**src/rtl/riscv_pkg.sv**
```systemverilog
// Shared pipeline types and constants used by the inter-stage registers.
package riscv_pkg;

    localparam int unsigned XLEN     = 64;
    localparam int unsigned ILEN     = 32;
    localparam int unsigned FD_WIDTH = XLEN + ILEN + XLEN;

    localparam logic [ILEN-1:0] RISCV_NOP = 32'h0000_0013;

    typedef enum logic [1:0] {
        PR_EMPTY = 2'd0,
        PR_BUSY  = 2'd1,
        PR_FULL  = 2'd2
    } pr_state_e;

    // F/D boundary payload, most significant field first
    typedef struct packed {
        logic [XLEN-1:0] pc;
        logic [ILEN-1:0] inst;
        logic [XLEN-1:0] pcplus4;
    } fd_payload_t;

    // F/D bubble: zero PCs carrying a NOP so a squashed slot decodes harmlessly
    localparam logic [FD_WIDTH-1:0] FD_FLUSH_VAL = {{XLEN{1'b0}}, RISCV_NOP, {XLEN{1'b0}}};

endpackage

```
**src/rtl/riscv_pipe_skidreg.sv**
```systemverilog
// Two-entry elastic pipeline register (main + skid) with valid/ready on both sides.
// All outputs come straight from flops, so upstream and downstream never share a combinational path.
module riscv_pipe_skidreg
    import riscv_pkg::*;
#(
    parameter int unsigned       WIDTH     = 160,
    parameter logic [WIDTH-1:0]  FLUSH_VAL = '0
) (
    input  logic             i_riscv_pr_clk,
    input  logic             i_riscv_pr_rst_n,
    input  logic             i_riscv_pr_flush,
    input  logic             i_riscv_pr_valid_up,
    output logic             o_riscv_pr_ready_up,
    input  logic [WIDTH-1:0] i_riscv_pr_data_up,
    output logic             o_riscv_pr_valid_dn,
    input  logic             i_riscv_pr_ready_dn,
    output logic [WIDTH-1:0] o_riscv_pr_data_dn,
    output logic [1:0]       o_riscv_pr_occ
);

    pr_state_e        state_q;
    pr_state_e        state_nxt;
    logic [WIDTH-1:0] main_q;
    logic [WIDTH-1:0] main_nxt;
    logic [WIDTH-1:0] skid_q;
    logic [WIDTH-1:0] skid_nxt;
    logic             ready_up_q;
    logic             valid_dn_q;
    logic [1:0]       occ_q;
    logic             in_fire;
    logic             out_fire;

    // Handshakes qualified by our own registered flags only
    assign in_fire  = i_riscv_pr_valid_up & ready_up_q;
    assign out_fire = valid_dn_q & i_riscv_pr_ready_dn;

    // Next state and entry updates; flush overrides any handshake
    always_comb begin
        state_nxt = state_q;
        main_nxt  = main_q;
        skid_nxt  = skid_q;
        if (i_riscv_pr_flush) begin
            state_nxt = PR_EMPTY;
            main_nxt  = FLUSH_VAL;
            skid_nxt  = FLUSH_VAL;
        end else begin
            case (state_q)
                PR_EMPTY: begin
                    if (in_fire) begin
                        state_nxt = PR_BUSY;
                        main_nxt  = i_riscv_pr_data_up;
                    end
                end
                PR_BUSY: begin
                    if (in_fire && out_fire) begin
                        main_nxt = i_riscv_pr_data_up;
                    end else if (in_fire) begin
                        state_nxt = PR_FULL;
                        skid_nxt  = i_riscv_pr_data_up;
                    end else if (out_fire) begin
                        state_nxt = PR_EMPTY;
                        main_nxt  = FLUSH_VAL;
                    end
                end
                PR_FULL: begin
                    if (out_fire) begin
                        state_nxt = PR_BUSY;
                        main_nxt  = skid_q;
                        skid_nxt  = FLUSH_VAL;
                    end
                end
                default: begin
                    state_nxt = PR_EMPTY;
                    main_nxt  = FLUSH_VAL;
                    skid_nxt  = FLUSH_VAL;
                end
            endcase
        end
    end

    // State, entries and decoded status flags all registered together
    always_ff @(posedge i_riscv_pr_clk or negedge i_riscv_pr_rst_n) begin
        if (!i_riscv_pr_rst_n) begin
            state_q    <= PR_EMPTY;
            main_q     <= FLUSH_VAL;
            skid_q     <= FLUSH_VAL;
            ready_up_q <= 1'b1;
            valid_dn_q <= 1'b0;
            occ_q      <= 2'd0;
        end else begin
            state_q    <= state_nxt;
            main_q     <= main_nxt;
            skid_q     <= skid_nxt;
            ready_up_q <= (state_nxt != PR_FULL);
            valid_dn_q <= (state_nxt != PR_EMPTY);
            occ_q      <= {state_nxt == PR_FULL, state_nxt == PR_BUSY};
        end
    end

    assign o_riscv_pr_ready_up = ready_up_q;
    assign o_riscv_pr_valid_dn = valid_dn_q;
    assign o_riscv_pr_data_dn  = main_q;
    assign o_riscv_pr_occ      = occ_q;

endmodule

```
**config.mk**
```make
export PLATFORM = sky130hd
export DESIGN_NAME = riscv_pipe_skidreg
export DESIGN_NICKNAME = d
export VERILOG_FILES = /design/src/rtl/riscv_pkg.sv /design/src/rtl/riscv_pipe_skidreg.sv
export SDC_FILE = /design/constraint.sdc
export NUM_CORES = 1
export LEC_CHECK = 0
export ABC_AREA = 1
export CAP_MARGIN = 25
export CELL_PAD_IN_SITES_DETAIL_PLACEMENT = 0
export CELL_PAD_IN_SITES_GLOBAL_PLACEMENT = 1
export CORE_MARGIN = 2
export CORE_UTILIZATION = 25
export DETAILED_ROUTE_END_ITERATION = 16
export PLACE_DENSITY_LB_ADDON = 0.15
export SETUP_SLACK_MARGIN = 0.4
export SLEW_MARGIN = 20
export SYNTH_ARGS = -nofsm -noshare
export SYNTH_HDL_FRONTEND = slang
export SYNTH_SLANG_ARGS = --single-unit
```
**constraint.sdc**
```tcl
create_clock -name i_riscv_pr_clk -period 4.1 [get_ports i_riscv_pr_clk]
set_clock_uncertainty 0.1 [all_clocks]
set_input_delay 0.615 -clock i_riscv_pr_clk [delete_from_list [all_inputs] [get_ports i_riscv_pr_clk]]
set_output_delay 0.615 -clock i_riscv_pr_clk [all_outputs]
set_load 0.02 [all_outputs]
```
======== After elaboration in Yosys (flattened, before gate mapping) ========
Cells that the tools add are included.
Widths: inputs -> output; s select.
word-level totals
  word-level logic and storage cells ...... 42
  input port bits ......................... 165
  output and inout bits ................... 164
  bits in registers ....................... 326
operators by class
  bitwise logic cells ..................... 2
  reduce and logical (&&, ||, !) cells .... 5
  equal/unequal tests ..................... 12
  mux-type cells .......................... 17
operators with widths
  kind                number
  $mux 160            8
  $pmux 160 s3        2
  $mux 2              6
  $ne 3x3->1 const B  4
  $ne 4x4->1 const B  2
  $reduce_and 4->1    2
  $pmux 2 s3          1
  $eq 2x1->1 const B  2
  $eq 2x2->1 const B  2
  $ne 2x2->1 const B  2
  $and 1x1->1         2
  $logic_not 2->1     1
  $reduce_bool 2->1   1
  $logic_and 1x1->1   1

======== Logic depth before layout (Yosys ltp) ========
  depth after elaboration ................. 7
  depth in mapped cells ................... 11
  mapped depth without buffers ............ 7

======== Least setup slack after synthesis ========
No wires, ideal clock.
  path type ............................... input to register
  start ................................... in i_riscv_pr_flush
  end ..................................... reg skid_q[100]
  slack ................................... 2.117 ns
  path buffers ............................ 4
  arrival time ............................ 1.766 ns
  setup time .............................. 0.117 ns
  cell stages on the path ................. 11
  required time ........................... 3.883 ns
  cells stage by stage .................... buf_2 inv_2 buf_2 nand2_1 nor2_1 nor2_4 nand2_2 buf_4 buf_4 nand2_1 nand2_1
between the ends
  longest elaborated chain between the ends .. 2
  elaborated cells between the ends (all ways) .. 6
  those cells by class .................... eq/ne (4); mux (1); reduce/logical (1)
RTL lines
  what                                                line                      RTL
  from (decl)                                         riscv_pipe_skidreg.sv:11  input logic i_riscv_pr_flush,
  $ne 3x3->1 (no line) or $ne 2x2->1 (tied branches)  -
  $reduce_and 4->1 (no line)                          -
  to (signal assigned)                                riscv_pipe_skidreg.sv:93  skid_q <= skid_nxt;
  to (decl)                                           riscv_pipe_skidreg.sv:25  logic [WIDTH-1:0] skid_q;
Parallel ways exist; a longest one is shown, timed or not.
A chain may end at the register's enable or synchronous reset.

======== Final worst setup path ========
  start ................................... reg state_q[1]
  end ..................................... reg skid_q[74]
between the ends
  longest elaborated chain between the ends .. 3
  elaborated cells between the ends (all ways) .. 10
  those cells by class .................... eq/ne (6); mux (2); reduce/logical (2)
RTL lines
  what                                                    line                      RTL
  from (decl)                                             riscv_pipe_skidreg.sv:21  pr_state_e state_q;
  from (signal assigned)                                  riscv_pipe_skidreg.sv:91  state_q <= state_nxt;
  $eq 2x1->1 (tied with other cells)                      riscv_pipe_skidreg.sv:47  case (state_q)
  $ne 3x3->1 (no line) (tied with other cells)            -
  $reduce_and 4->1 (no line) or $mux 160 (tied branches)  -
Parallel ways exist; a longest one is shown, timed or not.

==> metrics.md <==
| Metric | Value |
|---|---|
| Register-to-register setup slack | `approximately 1.1 ns` |
| Max frequency | `roughly 340 MHz` |
| Sum of negative setup slack | `0 ns` |
| Failing checks | `negative hold slack` |
| Antenna violations before repair | `6` |
| Rows | `a little over 100` |
| Yosys cell types | `20` |
| Mapped Nets | `3152` |
| CP Max Fanout | `59` |
| Mean Syn Cell Area | `approximately 6.4 sq um` |
| RePlAce Congestion | `~0.76` |
| Final hold slack | `-0.00276 ns` |
| Port bufs | `328` |
| Area of the mapped netlist | `between 15000 and 20000 sq um` |
| Final Non-Filler Cells | `~4200` |
| Post-synth EDFFs | `0` |
| Power Density | `approximately 430 nW/um^2` |
| Vias/cell | `4.59` |
| Critical path class | `flip-flop to flip-flop` |
| Final hold vios | `1` |
| Worst R2R Path Depth | `7` |
| CTS Hold Bufs | `0` |
| Share of post-route cells with drive strength above 1 | `0.0323` |
| Global Route Usage Sum | `0.188` |
| Critical Path Sink Type | `flip-flop` |
| First-pass GRT wire length | `roughly 120000 microns` |
| H-tree levels | `2` |
| Worst-Margin Slew | `1.01 ns` |
| Vias | `around 19000` |
| Max clock buf depth | `3` |
| CP Launch Type | `flip-flop` |
| Remaining DRCs | `0` |
| Register area share after synthesis | `0.428` |
| Area leader, netlist | `dfrtp_1` |
| Cts repair resizes | `0` |
| Worst vdd ir | `~0.3 mV` |
| Iter 0 DRT Violations | `between 1000 and 1500` |
| Tmin final | `2.97 ns` |
| FF-to-FF Start | `state_q[1]$_DFF_PN0_` |
| Leakage power | `around 0.013 uW` |
| Top cells by area, synth | `dfrtp_1 43%, nand2_1 25%, nand3_1 8.5%` |
| Crit. Startpoint | `state_q[1]$_DFF_PN0_` |
| Post-DP HPWL | `approximately 40000 microns` |
| Postcts setup bufs | `0` |
| RSZ-0062 raised after global routing | `false` |
| Cells after Synth | `2987` |
| Nets | `approximately 3300` |
| Count leader, synth | `nand2_1` |
| YS warnings | `0` |
| Die H | `280 microns` |
| Post-synth top cells | `1291 x nand2_1, 326 x inv_1, 325 x dfrtp_1` |
| ANT nets after route | `0` |
| Clock slew at reported path FFs | `approximately 0.060 ns` |
| Met2 usage | `0.304` |
| Asr flop ratio synth | `1.00` |
| Syn-to-layout area delta | `28.5%` |
| Die Area | `approximately 78000 sq um` |
| Final setup vio count | `0` |
| Yosys top cell area share | `0.427` |
| Maxcap violations | `0` |
| Root Buffer Master | `clkbuf_16` |
| Synth Register Bits | `~330` |
| Status | `finished, violations left` |
| R2r endpoint | `skid_q[74]$_DFFE_PN0P_` |
| # IOs | `between 300 and 400` |
| WL/cell | `between 15 and 20 microns` |
| Drt pass-1 iters | `5` |
| Chip Width | `between 200 and 300 microns` |
| WP data required | `between 4 and 5 ns` |
| CTS tree | `built` |
| Starting Density | `0.252` |
| Multi-input gate area | `roughly 8800 sq um` |
| Met3 GRT Util | `0.0337` |
| Clock sink count | `approximately 330` |
| Top_reg_cell synth | `dfrtp_1` |
| CP arrival | `about 3.4 ns` |
| GR met1 Demand/Resource | `0.261` |
| Clk Latency, worst-skew pair | `between 0.5 and 0.6 ns` |
| Largest net degree at the start of global routing | `roughly 200` |
| Worst hold-check path type | `input port to asynchronous set/reset pin` |
| CTS Buf Count | `45` |
| GR peak layer | `met2` |
| Period utilization | `0.724` |
| WL final | `74400 microns` |
| Relative slew slack | `0.326` |
| Placed insts | `around 4000` |
| Final Max Slew Viols | `0` |
| FF/Latch Area | `about 8000 sq um` |
| Core area | `~76000 sq um` |
| Gr ovfl total | `0` |
| Number of global-route vias before repair | `between 15000 and 20000` |
| # fillers | `slightly above 8000` |
| Worst setup path endpoint | `skid_q[74]$_DFFE_PN0P_` |
## stage by stage
| stage | total power, uW | worst slack [ns] | hold slack, ns | utilization | area [sq um] |
|---|---|---|---|---|---|
| 3_5_place_dp | 6670 | 1.10 | 0.359 | 0.305 | 23100 |
| 6_report | 10500 | 1.13 | -0.00276 | 0.324 | 24500 |
| 3_3_place_gp | 6660 | 1.11 | 0.353 | 0.305 | 23100 |
| 2_1_floorplan | 5330 | 2.12 | 0.219 | - | 19100 |
| 5_1_grt | 11100 | 0.861 | 0.0568 | 0.324 | 24500 |
| 4_1_cts | 10700 | 1.10 | 0.0240 | 0.324 | 24500 |
## critical path, stage by stage (launching register included)
cell and delay, ns:
dfrtp_4 0.90, inv_1 0.19, nand2_4 0.31, nor2_1 0.13
nor2_4 0.22, buf_4 0.67, nand3_1 0.16, nand2_1 0.12
## cell families (layout without fill, tap and decap cells)
kind of cell	count (synthesis)	count (layout)	share of synthesized area
flip-flops	326	326	0.428
other	0	4	0
AO/OA/AOI/OAI	163	163	0.0430
AND/OR/NAND/NOR	1944	1944	0.416
buffers and inverters	554	758	0.113
## layout make-up
type,instances,share of cell area
inverters,328,0.0507
diodes,4,0.000409
clock buffers,67,0.0539
flip-flops and latches,326,0.333
multi-input cells,2107,0.359
well taps,978,0.0499
clock inverters,9,0.00414
repair buffers,354,0.149
## layer usage
| layer | share of wire | vias to the layer above |
|---|---|---|
| met2 | 0.45 | 448 |
| li1 | - | 9504 |
| met4 | 0.018 | 4 |
| met1 | 0.48 | 9114 |
| met3 | 0.053 | 79 |
| met5 | 0.00040 | - |
## registers in the layout, summed over array words and instances (netlist names)
register	count
o_riscv_pr_data_dn	160
o_riscv_pr_occ	2
o_riscv_pr_ready_up	1
o_riscv_pr_valid_dn	1
skid_q	160
state_q	2
## worst min-delay path by stage
stage                            startpoint                                 end  slack [ns]  depth (start not counted)
floorplan                  i_riscv_pr_rst_n   o_riscv_pr_data_dn[0]$_DFFE_PN0P_        0.22                          0
global placement    skid_q[108]$_DFFE_PN0P_             skid_q[108]$_DFFE_PN0P_        0.35                          2
detailed placement   skid_q[49]$_DFFE_PN0P_              skid_q[49]$_DFFE_PN0P_        0.36                          2
CTS                        i_riscv_pr_rst_n  o_riscv_pr_data_dn[70]$_DFFE_PN0P_        0.02                          1
global route               i_riscv_pr_rst_n  o_riscv_pr_data_dn[69]$_DFFE_PN0P_        0.06                          1
finish                     i_riscv_pr_rst_n  o_riscv_pr_data_dn[69]$_DFFE_PN0P_      -0.003                          1
## power breakdown
part | total [uW] | internal, uW | switching (uW) | leakage (uW)
combinational | 2760 | 947 | 1810 | 0.00762
clock | 3910 | 2330 | 1580 | 0.000697
sequential | 3810 | 3550 | 258 | 0.00439
total | 10500 | 6830 | 3650 | 0.0127
## layout by cell type (no fill, tap or decap), drive strengths merged
master	Yosys	routed
nand2	1292	1292
inv	328	329
clkdlybuf4s50	0	326
dfrtp	325	325
nand3	323	323
nor2	166	166
o21ai	163	163
nor3	160	160
clkbuf	161	67
buf	65	28
clkinv	0	5
diode	0	4
nand4	2	2
bufinv	0	2
or2	1	1
clkinvlp	0	1
dfstp	1	1
(Power assumes the default switching activity.)
